### config.mk
export PLATFORM = sky130hd
export DESIGN_NAME = alarm_ctrl
export DESIGN_NICKNAME = d
export VERILOG_FILES = /design/src/rtl/clock_pkg.sv /design/src/rtl/alarm_slot.sv /design/src/rtl/alarm_ctrl.sv
export SDC_FILE = /design/constraint.sdc
export NUM_CORES = 1
export LEC_CHECK = 0
export BUFFER_PORTS_ARGS = -buffer_cell sky130_fd_sc_hd__buf_2
export CORE_MARGIN = 10
export CORE_UTILIZATION = 50
export DETAILED_ROUTE_END_ITERATION = 8
export PLACE_DENSITY = 0.69
export REMOVE_ABC_BUFFERS = 1
export SLEW_MARGIN = 20
export SYNTH_ARGS = -nofsm -noshare
export SYNTH_HDL_FRONTEND = slang
export SYNTH_SLANG_ARGS = --single-unit
### constraint.sdc
create_clock -name clk -period 5.35 [get_ports clk]
set_input_delay 0.535 -clock clk [delete_from_list [all_inputs] [get_ports clk]]
set_output_delay 0.535 -clock clk [all_outputs]
set_load 0.02 [all_outputs]
### src/rtl/clock_pkg.sv
// Shared time-field widths, alarm FSM state encoding and minute arithmetic.
package clock_pkg;

    localparam int HR_W  = 5;
    localparam int MIN_W = 6;
    localparam int SEC_W = 6;

    typedef enum logic [1:0] {
        ST_IDLE = 2'd0,
        ST_RING = 2'd1,
        ST_SNZ  = 2'd2
    } state_t;

    // Add d minutes to h:m. Minutes wrap 59->0 and carry into the hour.
    // The hour wraps 23->0. Valid only for d <= 59.
    function automatic logic [HR_W+MIN_W-1:0] add_minutes(
        input logic [HR_W-1:0]  h,
        input logic [MIN_W-1:0] m,
        input logic [MIN_W-1:0] d
    );
        logic [MIN_W:0]  sum;
        logic [HR_W-1:0] h_out;
        logic [MIN_W-1:0] m_out;
        sum = {1'b0, m} + {1'b0, d};
        if (sum >= 7'd60) begin
            m_out = MIN_W'(sum - 7'd60);
            h_out = (h == 5'd23) ? 5'd0 : h + 5'd1;
        end else begin
            m_out = sum[MIN_W-1:0];
            h_out = h;
        end
        return {h_out, m_out};
    endfunction

endpackage

### src/rtl/alarm_slot.sv
// One alarm channel: stored time and enable, and a match strobe on the second tick.
module alarm_slot
    import clock_pkg::*;
(
    input  logic             clk,
    input  logic             rst_n,
    input  logic             wr_sel,
    input  logic [HR_W-1:0]  wr_hr,
    input  logic [MIN_W-1:0] wr_min,
    input  logic [SEC_W-1:0] wr_sec,
    input  logic             wr_on,
    input  logic             sec_tick,
    input  logic [HR_W-1:0]  hr,
    input  logic [MIN_W-1:0] min,
    input  logic [SEC_W-1:0] sec,
    output logic             hit
);

    logic [HR_W-1:0]  t_hr;
    logic [MIN_W-1:0] t_min;
    logic [SEC_W-1:0] t_sec;
    logic             enabled;

    // Alarm time and enable, rewritten whenever this channel is selected
    always_ff @(posedge clk) begin
        if (!rst_n) begin
            t_hr    <= '0;
            t_min   <= '0;
            t_sec   <= '0;
            enabled <= 1'b0;
        end else if (wr_sel) begin
            t_hr    <= wr_hr;
            t_min   <= wr_min;
            t_sec   <= wr_sec;
            enabled <= wr_on;
        end
    end

    // A write to this channel in the same cycle suppresses the match
    assign hit = sec_tick && enabled && !wr_sel &&
                 (hr == t_hr) && (min == t_min) && (sec == t_sec);

endmodule

### src/rtl/alarm_ctrl.sv
// Multi-channel alarm controller: per-channel triggers queue as pending bits,
// served lowest-index first by a ring/snooze FSM.
// Handshake: there is no valid/ready pair; dismiss, snooze, wr_en and sec_tick
// are single-cycle pulses that act on the rising edge at which they are high.
module alarm_ctrl
    import clock_pkg::*;
#(
    parameter int N_ALARMS   = 4,
    parameter int RING_SECS  = 60,
    parameter int SNOOZE_MIN = 5,
    localparam int IDX_W     = (N_ALARMS > 1) ? $clog2(N_ALARMS) : 1
) (
    input  logic                clk,
    input  logic                rst_n,
    input  logic [HR_W-1:0]     hr,
    input  logic [MIN_W-1:0]    min,
    input  logic [SEC_W-1:0]    sec,
    input  logic                sec_tick,
    input  logic                wr_en,
    input  logic [IDX_W-1:0]    wr_idx,
    input  logic [HR_W-1:0]     wr_hr,
    input  logic [MIN_W-1:0]    wr_min,
    input  logic [SEC_W-1:0]    wr_sec,
    input  logic                wr_on,
    input  logic                dismiss,
    input  logic                snooze,
    output logic                alarm_flag,
    output logic [IDX_W-1:0]    ring_idx,
    output logic                snoozed,
    output logic [N_ALARMS-1:0] pending,
    output state_t              fsm_state
);

    state_t              state, state_next;
    logic [7:0]          cnt, cnt_next;
    logic [IDX_W-1:0]    idx_next, sel_idx;
    logic                sel_any;
    logic [N_ALARMS-1:0] hit, wr_mask, pend_eff, served;
    logic                load_snz, kill, snz_hit;
    logic [HR_W-1:0]     snz_hr;
    logic [MIN_W-1:0]    snz_min;
    logic [SEC_W-1:0]    snz_sec;

    genvar g;
    generate
        for (g = 0; g < N_ALARMS; g++) begin : g_slot
            alarm_slot u_slot (
                .clk      (clk),
                .rst_n    (rst_n),
                .wr_sel   (wr_mask[g]),
                .wr_hr    (wr_hr),
                .wr_min   (wr_min),
                .wr_sec   (wr_sec),
                .wr_on    (wr_on),
                .sec_tick (sec_tick),
                .hr       (hr),
                .min      (min),
                .sec      (sec),
                .hit      (hit[g])
            );
        end
    endgenerate

    // One-hot write select; a write also discards that channel's pending trigger
    always_comb begin
        wr_mask = '0;
        for (int i = 0; i < N_ALARMS; i++) begin
            wr_mask[i] = wr_en && (wr_idx == IDX_W'(i));
        end
    end

    assign pend_eff  = pending & ~wr_mask;
    assign kill      = wr_en && !wr_on && (wr_idx == ring_idx);
    assign snz_hit   = sec_tick && (hr == snz_hr) && (min == snz_min) && (sec == snz_sec);
    assign fsm_state = state;

    // Lowest-index pending channel wins service
    always_comb begin
        sel_idx = '0;
        sel_any = 1'b0;
        for (int i = N_ALARMS - 1; i >= 0; i--) begin
            if (pend_eff[i]) begin
                sel_idx = IDX_W'(i);
                sel_any = 1'b1;
            end
        end
    end

    // Next state, ring-seconds counter and served-channel selection
    always_comb begin
        state_next = state;
        cnt_next   = cnt;
        idx_next   = ring_idx;
        served     = '0;
        load_snz   = 1'b0;
        case (state)
            ST_IDLE: begin
                if (sel_any) begin
                    state_next = ST_RING;
                    idx_next   = sel_idx;
                    served     = N_ALARMS'(1) << sel_idx;
                end
            end
            ST_RING: begin
                if (dismiss || kill) begin
                    state_next = ST_IDLE;
                end else if (sec_tick && (cnt == 8'(RING_SECS - 1))) begin
                    state_next = ST_IDLE;
                end else if (snooze) begin
                    state_next = ST_SNZ;
                    load_snz   = 1'b1;
                end else if (sec_tick) begin
                    cnt_next = cnt + 8'd1;
                end
            end
            ST_SNZ: begin
                if (dismiss || kill) begin
                    state_next = ST_IDLE;
                end else if (snz_hit) begin
                    state_next = ST_RING;
                end
            end
            default: state_next = ST_IDLE;
        endcase
        if (state_next != ST_RING) begin
            cnt_next = '0;
        end
    end

    // State, registered outputs, pending set/clear and snooze target
    always_ff @(posedge clk) begin
        if (!rst_n) begin
            state      <= ST_IDLE;
            cnt        <= '0;
            ring_idx   <= '0;
            alarm_flag <= 1'b0;
            snoozed    <= 1'b0;
            pending    <= '0;
            snz_hr     <= '0;
            snz_min    <= '0;
            snz_sec    <= '0;
        end else begin
            state      <= state_next;
            cnt        <= cnt_next;
            ring_idx   <= idx_next;
            alarm_flag <= (state_next == ST_RING);
            snoozed    <= (state_next == ST_SNZ);
            pending    <= (pending & ~served & ~wr_mask) | hit;
            if (load_snz) begin
                {snz_hr, snz_min} <= add_minutes(hr, min, MIN_W'(SNOOZE_MIN));
                snz_sec           <= sec;
            end
        end
    end

endmodule
==> summary.md, run 1 <==
| Metric | Value |
|---|---|
| Status | `finished, final reports clean` |
| Area Overhead vs Synth | `8.52%` |
| EDFF count, synth | `0` |
| Global route overflow | `0` |
| Fmax | `about 0.37 GHz` |
| Detailed Routing Iterations Pass 1 | `5` |
| Cts hold-fix bufs | `0` |
| Die area | `between 15000 and 20000 um2` |
| Sequential area share after synthesis | `40.4%` |
| Share of layout cells above drive strength 1 | `11.8%` |
| Total Wirelength | `14300 um` |
| Avg WL per Cell | `about 17 um` |
| Crit path largest cell delay | `0.47 ns` |
| Global Route met3 Usage | `2.64%` |
| PortBufs | `52` |
| Global Route met2 Usage | `around a third` |
| Via count | `between 4000 and 5000` |
| WP data required | `5.65 ns` |
| H-Tree Depth | `3` |
| Placed Area | `5590 um2` |
| Critical path class | `in2reg` |
| Final Hold Viols | `0` |
| Slowest CP cell | `or4_1` |
| Starting Density | `51.4%` |
| 1st-iter DRT viols | `441` |
| All-Layer GR Usage | `18.6%` |
| Final setup violation count | `0` |
| Post-CTS resize count | `0` |
| Reg area | `~2100 um2` |
| TritonCTS clock tree | `done` |
| Slew margin rel. | `a little over a third` |
| Most common cell after layout, fill and taps aside | `nand2_1` |
| Largest net degree at the start of global routing | `89` |
| CTS Buf Count | `9` |
| Latest clock arrival within the worst-skew pair | `0.38 ns` |
| Synth Register Bits | `107` |
| Top-area cell type share of the netlist area | `40.4%` |
| Ys Warns | `0` |
| Largest area contributor in the synthesized netlist | `dfxtp_1` |
| Fin. max-slew vios | `0` |
| Main area contributors after synthesis | `dfxtp_1, nand2_1, a21oi_1` |
| Peak VDD IR | `0.118 mV` |
| Die outline width | `123 um` |
| Worst Tran Pin Value | `0.951 ns` |
| Final worst-path cycle share | `50.0%` |
| Setup TNS | `0 ns` |
| Vias in the first global route | `roughly 4400` |
| Mapped cell area | `5300 um2` |
| Fin worst setup slack | `2.67 ns` |
| Final Cell Area | `5750 um2` |
| HP Class | `in2reg` |
| Site row count | `37` |
| Nets | `~740` |
| Synth cell types | `52` |
| Pleak | `2.08 nW` |
| Nature of the critical path startpoint | `primary input` |
| Crit path max-delay family | `simple AND/OR/NAND/NOR gates` |
| Ys async rst share | `0%` |
| Placement Setup Slack | `2.31 ns` |
| CTS max path bufs | `2` |
| Area of the multi-input gates | `2960 um2` |
| Vias per cell | `between 5 and 6` |
| Gr busiest metal | `met2` |
| Critical Path Fanout Max | `12` |
| Fin crit period | `~2.7 ns` |
| Worst clock skew | `0.0125 ns` |
| ANT cells | `0` |
| Critical Path End Type | `flop` |
| # DRC | `0` |
| IO Pins | `53` |
| CP bufs+invs | `1` |
| Crit-path cells | `buf_2 > ha_1 > xnor2_1 > ha_1 > nand3_1 > mux2_2 > nand4_1 > nand2_1 > or4_1 > a31oi_1` |
| Synth Area per Inst | `7.94 um2` |
| Primary FF master, synth | `dfxtp_1` |
| First-pass GRT wire length | `22200 um` |
| CTS clk-pin slew, worst paths | `0.10 ns` |
| Worst path most repeated cell | `ha_1` |
| Post-Synthesis Cells | `668` |
| DP HPWL | `10000 um` |
| WP data arrival | `2.98 ns` |
| Core area | `10300 um2` |
| DRT antenna net count | `0` |
| Grt met1 use | `23.0%` |
| Power per cell area | `255 nW/um2` |
| CTS Root Cell | `clkbuf_8` |
| Most frequent cells in the layout | `nand2_1, dfxtp_1, a21oi_1, buf_2, xor2_1` |
| Fillcell total | `971` |
| Height of the die | `123 um` |
| Antenna violations before repair | `0` |
| Routability congestion estimate | `0.874` |
| Sink Count | `107` |
| Max cap viols | `0` |
| Post-CTS Repair Setup Buffers | `0` |
| RSZ-0062 raised after global routing | `no` |
## where the power goes
| group | internal [mW] | switching (mW) | total (mW) |
|---|---|---|---|
| registers | 0.814 | 0.0115 | 0.825 |
| clock network | 0.179 | 0.280 | 0.459 |
| logic | 0.0651 | 0.117 | 0.182 |
| total | 1.06 | 0.409 | 1.47 |
## worst paths after layout
check | startpoint | to | slack (ns) | cells after the start
min | wr_min[3] | g_slot[1].u_slot.t_min[3]$_SDFFE_PN0P_ | 0.42 | 3
min reg2reg | g_slot[1].u_slot.enabled$_SDFFE_PN0P_ | g_slot[1].u_slot.enabled$_SDFFE_PN0P_ | 0.46 | 2
max | min[0] | snz_hr[4]$_SDFFE_PN0P_ | 2.67 | 10
max reg2reg | cnt[0]$_SDFFE_PP0P_ | cnt[7]$_SDFFE_PP0P_ | 2.93 | 7
## cells in the mapped netlist (2+ instances only)
| cell type | n |
|---|---|
| a21oi_1 | 92 |
| dfxtp_1 | 107 |
| mux2i_1 | 4 |
| nor3_1 | 6 |
| o21a_1 | 2 |
| buf_2 | 9 |
| o21ai_0 | 15 |
| and4_1 | 2 |
| inv_1 | 5 |
| nand2b_1 | 4 |
| xnor2_1 | 47 |
| a211oi_1 | 2 |
| xor2_1 | 49 |
| nand3_1 | 11 |
| mux2_2 | 2 |
| nor4_1 | 12 |
| nand4b_1 | 3 |
| a31oi_1 | 5 |
| nand4_1 | 17 |
| nor2_1 | 21 |
| nor4b_4 | 2 |
| clkbuf_1 | 35 |
| nor3b_1 | 2 |
| ha_1 | 5 |
| or3_1 | 2 |
| nor2b_1 | 2 |
| nand3b_1 | 2 |
| nand2_1 | 179 |
## flip-flops by register name, indices dropped and copies added (netlist names)
| signal | count |
|---|---|
| ring_idx | 2 |
| pending | 4 |
| g_slot.u_slot.t_min | 24 |
| snz_hr | 5 |
| g_slot.u_slot.t_hr | 20 |
| cnt | 8 |
| snz_sec | 6 |
| alarm_flag | 1 |
| g_slot.u_slot.enabled | 4 |
| snoozed | 1 |
| fsm_state | 2 |
| g_slot.u_slot.t_sec | 24 |
| snz_min | 6 |
## area by class of cell
class,count,area share [%]
multi-input cells,510,51.4
inverters,6,0.391
clock buffers,11,2.46
repair buffers,56,5.04
clock inverters,4,0.478
well taps,136,2.96
flip-flops and latches,107,37.2
## cell families (layout without fill, tap and decap cells)
family,count (synthesis),count (layout),share of synthesized area [%]
AO/OA/AOI/OAI,130,130,13.9
multiplexers,6,6,1.18
adder cells (fa/ha/maj),5,5,1.18
buffers and inverters,51,77,3.82
flip-flops,107,107,40.4
AND/OR/NAND/NOR,273,273,23.7
XOR/XNOR,96,96,15.9
## worst reg2reg max path, delay by kind of cell (launching register included)
kind / cells / cell delay (ns)
and+or+nand+nor: 4 / 1.33
AOI/OAI and AO/OA: 2 / 0.46
DFF: 1 / 0.34
adders and majority gates: 1 / 0.23
## metal layers
metal,vias up,wire length [um]
met3,28,720
met5,-,0
met1,2181,6370
met2,137,6770
li1,2285,-
met4,0,392
## through the flow
step	power [mW]	instances	hold slack, ns	utilization (%)
floorplan	0.941	623	0.437	-
global placement	1.02	815	0.443	54.1
detailed placement	1.02	815	0.447	54.1
CTS	1.46	830	0.410	55.7
global route	1.51	830	0.430	55.7
finish	1.47	830	0.419	55.7
Power figures use the tool's default switching activity.
==> inputs of run 2 (changes only) <==
ABC_AREA = 1   (was not set)
clock period = 2.6 ns   (was 5.35 ns; I/O delays follow)
==> summary.md, run 2 <==
| Metric | Value |
|---|---|
| Sink Count | `~110` |
| Largest area contributor in the synthesized netlist | `dfxtp_1` |
| Simple-gate share of the synthesized area | `26.0%` |
| Synth Area in Compound Gates | `18.6%` |
| Largest family of logic cells by synthesized area | `simple AND/OR/NAND/NOR gates` |
| Synth Register Bits | `107` |
| Fin cells | `988` |
| Most common cell after layout, fill and taps aside | `nand2_1` |
| Mux contribution to synthesized area | `0%` |
| Largest net degree at the start of global routing | `69` |
| Synth Area per Inst | `6.93 um2` |
| Crit path largest cell delay | `0.39 ns` |
| Final Cell Area | `6220 um2` |
| Commonest cells in the synthesized netlist | `nand2_1, nor2_1, dfxtp_1, inv_1, o21ai_0` |
| Slew margin rel. | `26.9%` |
| Placed Area | `5920 um2` |
| Setup TNS | `0 ns` |
| Via count | `5449` |
| Worst hold path depth | `3` |
| Most frequent cells in the layout | `nand2_1, nor2_1, dfxtp_1, inv_1, o21ai_0` |
| Die outline width | `126 um` |
| H-Tree Depth | `3` |
| HP Class | `in2reg` |
| WHS | `0.178 ns` |
| Avg WL per Cell | `17.1 um` |
| Ys async rst share | `0%` |
| XOR/XNOR Fraction of Synth Area | `a little under 6%` |
| Post-CTS Repair Setup Buffers | `0` |
| Adder-Cell Fraction of Synth Area | `1.11%` |
| Worst Tran Pin Value | `1.09 ns` |
| Latest clock arrival within the worst-skew pair | `0.36 ns` |
| Final design utilization | `a little under three fifths` |
| Post-Synthesis Cells | `811` |
| Starting Density | `51.4%` |
| Top-count cell post-synth | `nand2_1` |
| Depth of the most critical reg-to-reg path | `9` |
| R2R Path End | `snz_min[3]$_SDFFE_PN0P_` |
| Vias per cell | `5.52` |
| Worst clock skew | `0.00506 ns` |
| Reg2reg start | `cnt[0]$_SDFFE_PP0P_` |
| ANT cells | `0` |
| Total Wirelength | `roughly 17000 um` |
| DP HPWL | `12400 um` |
| 1st-iter DRT viols | `447` |
| PortBufs | `52` |
| Slowest CP cell | `dfxtp_1` |
| Global route overflow | `0` |
| WP data required | `2.86 ns` |
| Routability congestion estimate | `0.943` |
| Fin crit period | `1.81 ns` |
| TritonCTS clock tree | `done` |
| Sequential area share after synthesis | `a little under two fifths` |
| Core area | `10900 um2` |
| Nature of the critical path startpoint | `flop` |
| Antenna violations before repair | `0` |
| Detailed Routing Iterations Pass 1 | `7` |
| Critical path class | `reg2reg` |
| Fin. max-slew vios | `0` |
| Vias in the first global route | `5237` |
| WP data arrival | `2.07 ns` |
| Mapped cell area | `5620 um2` |
| IO Pins | `53` |
| Die area | `15900 um2` |
| Post-CTS resize count | `0` |
| CTS clk-pin slew, worst paths | `0.07 ns` |
| Hold path endpoint | `g_slot[3].u_slot.t_min[1]$_SDFFE_PN0P_` |
| Largest regs | `g_slot.u_slot.t_min: 24 flops, g_slot.u_slot.t_sec: 24 flops, g_slot.u_slot.t_hr: 20 flops` |
| Cts hold-fix bufs | `0` |
| Ys Warns | `0` |
| Critical Path Fanout Max | `15` |
| Synth cell types | `41` |
| Peak VDD IR | `approximately 0.46 mV` |
| Height of the die | `126 um` |
| Max cap viols | `0` |
| Crit-path cells | `ha_1 > nand3b_1 > nor3_1 > nand2_1 > nand4_2 > buf_4 > a21oi_1 > nand2_1 > inv_1` |
| CTS Buf Count | `9` |
| All-Layer GR Usage | `21.1%` |
| Final worst-path cycle share | `69.7%` |
| Critical Path End Type | `flop` |
| Power per cell area | `581 nW/um2` |
| R2R Setup Slk | `0.79 ns` |
| Fmax | `0.552 GHz` |
| Cells after DPL | `972` |
| RSZ-0062 raised after global routing | `no` |
| Pleak | `2.64 nW` |
| DRT antenna net count | `0` |
| Top-area cell type share of the netlist area | `38.1%` |
| Worst path most repeated cell | `nand2_1` |
| EDFF count, synth | `0` |
| Final Hold Viols | `0` |
| CTS Root Cell | `clkbuf_16` |
| Final setup violation count | `0` |
| Status | `finished, final reports clean` |
| Area Overhead vs Synth | `10.7%` |
| Nets | `891` |
| Primary FF master, synth | `dfxtp_1` |
| CTS max path bufs | `2` |
| Site row count | `38` |
| # DRC | `0` |
| Share of layout cells above drive strength 1 | `between 10% and 20%` |
| First-pass GRT wire length | `27300 um` |
| Main area contributors after synthesis | `dfxtp_1, nand2_1, nor2_1` |
| Hold wc startpoint | `wr_min[1]` |
-- run 2: worst max-delay path by stage --
stage | start | to | cells after the start
floorplan | cnt[0]$_SDFFE_PP0P_ | snz_hr[1]$_SDFFE_PN0P_ | 9
global placement | min[2] | snz_hr[0]$_SDFFE_PN0P_ | 15
detailed placement | min[0] | snz_hr[0]$_SDFFE_PN0P_ | 14
CTS | cnt[0]$_SDFFE_PP0P_ | snz_min[2]$_SDFFE_PN0P_ | 9
global route | cnt[0]$_SDFFE_PP0P_ | snz_hr[1]$_SDFFE_PN0P_ | 9
finish | cnt[0]$_SDFFE_PP0P_ | snz_min[3]$_SDFFE_PN0P_ | 9
-- run 2: worst max-delay path: cells and delay by family (launching register included) --
kind	cells	cell delay, ns
AND/OR/NAND/NOR	5	0.68
buffers and inverters	2	0.30
flip-flops	1	0.39
AO/OA/AOI/OAI	1	0.09
adder cells (fa/ha/maj)	1	0.25
-- run 2: cells by family (layout without fill, tap and decap cells) --
logic type      count (synthesis)  count (layout)
flops                         107             107
buf+inv                       136             173
fa+ha+maj                       5               5
xor+xnor                       38              38
compound gates                189             189
simple gates                  336             336
-- run 2: power breakdown --
group / switching, mW / internal [mW]
combinational: 0.301 / 0.146
clock: 0.661 / 0.783
sequential: 0.0349 / 1.69
total: 0.997 / 2.62
-- run 2: per-layer routing --
metal	GRT usage, %	part of all wire (%)	vias to the layer above
li1	-	-	2710
met2	34.4	47	184
met5	0	0	-
met4	9.71	3.6	0
met1	25.4	42	2515
met3	5.70	6.8	40
-- run 2: layout make-up --
| cell class | count | area [um2] |
|---|---|---|
| fillers | 1117 | 4710 |
| multi-input cells | 568 | 2900 |
| flip-flops and latches | 107 | 2140 |
| inverters | 96 | 368 |
| repair buffers | 61 | 328 |
| clock buffers | 10 | 239 |
| well taps | 140 | 175 |
| clock inverters | 6 | 68.8 |
-- run 2: stage by stage --
stage,power (mW),setup slack (ns)
2_1_floorplan,2.00,0.842
3_3_place_gp,2.19,0.559
3_5_place_dp,2.20,0.504
4_1_cts,3.63,0.766
5_1_grt,3.76,0.534
6_report,3.62,0.788
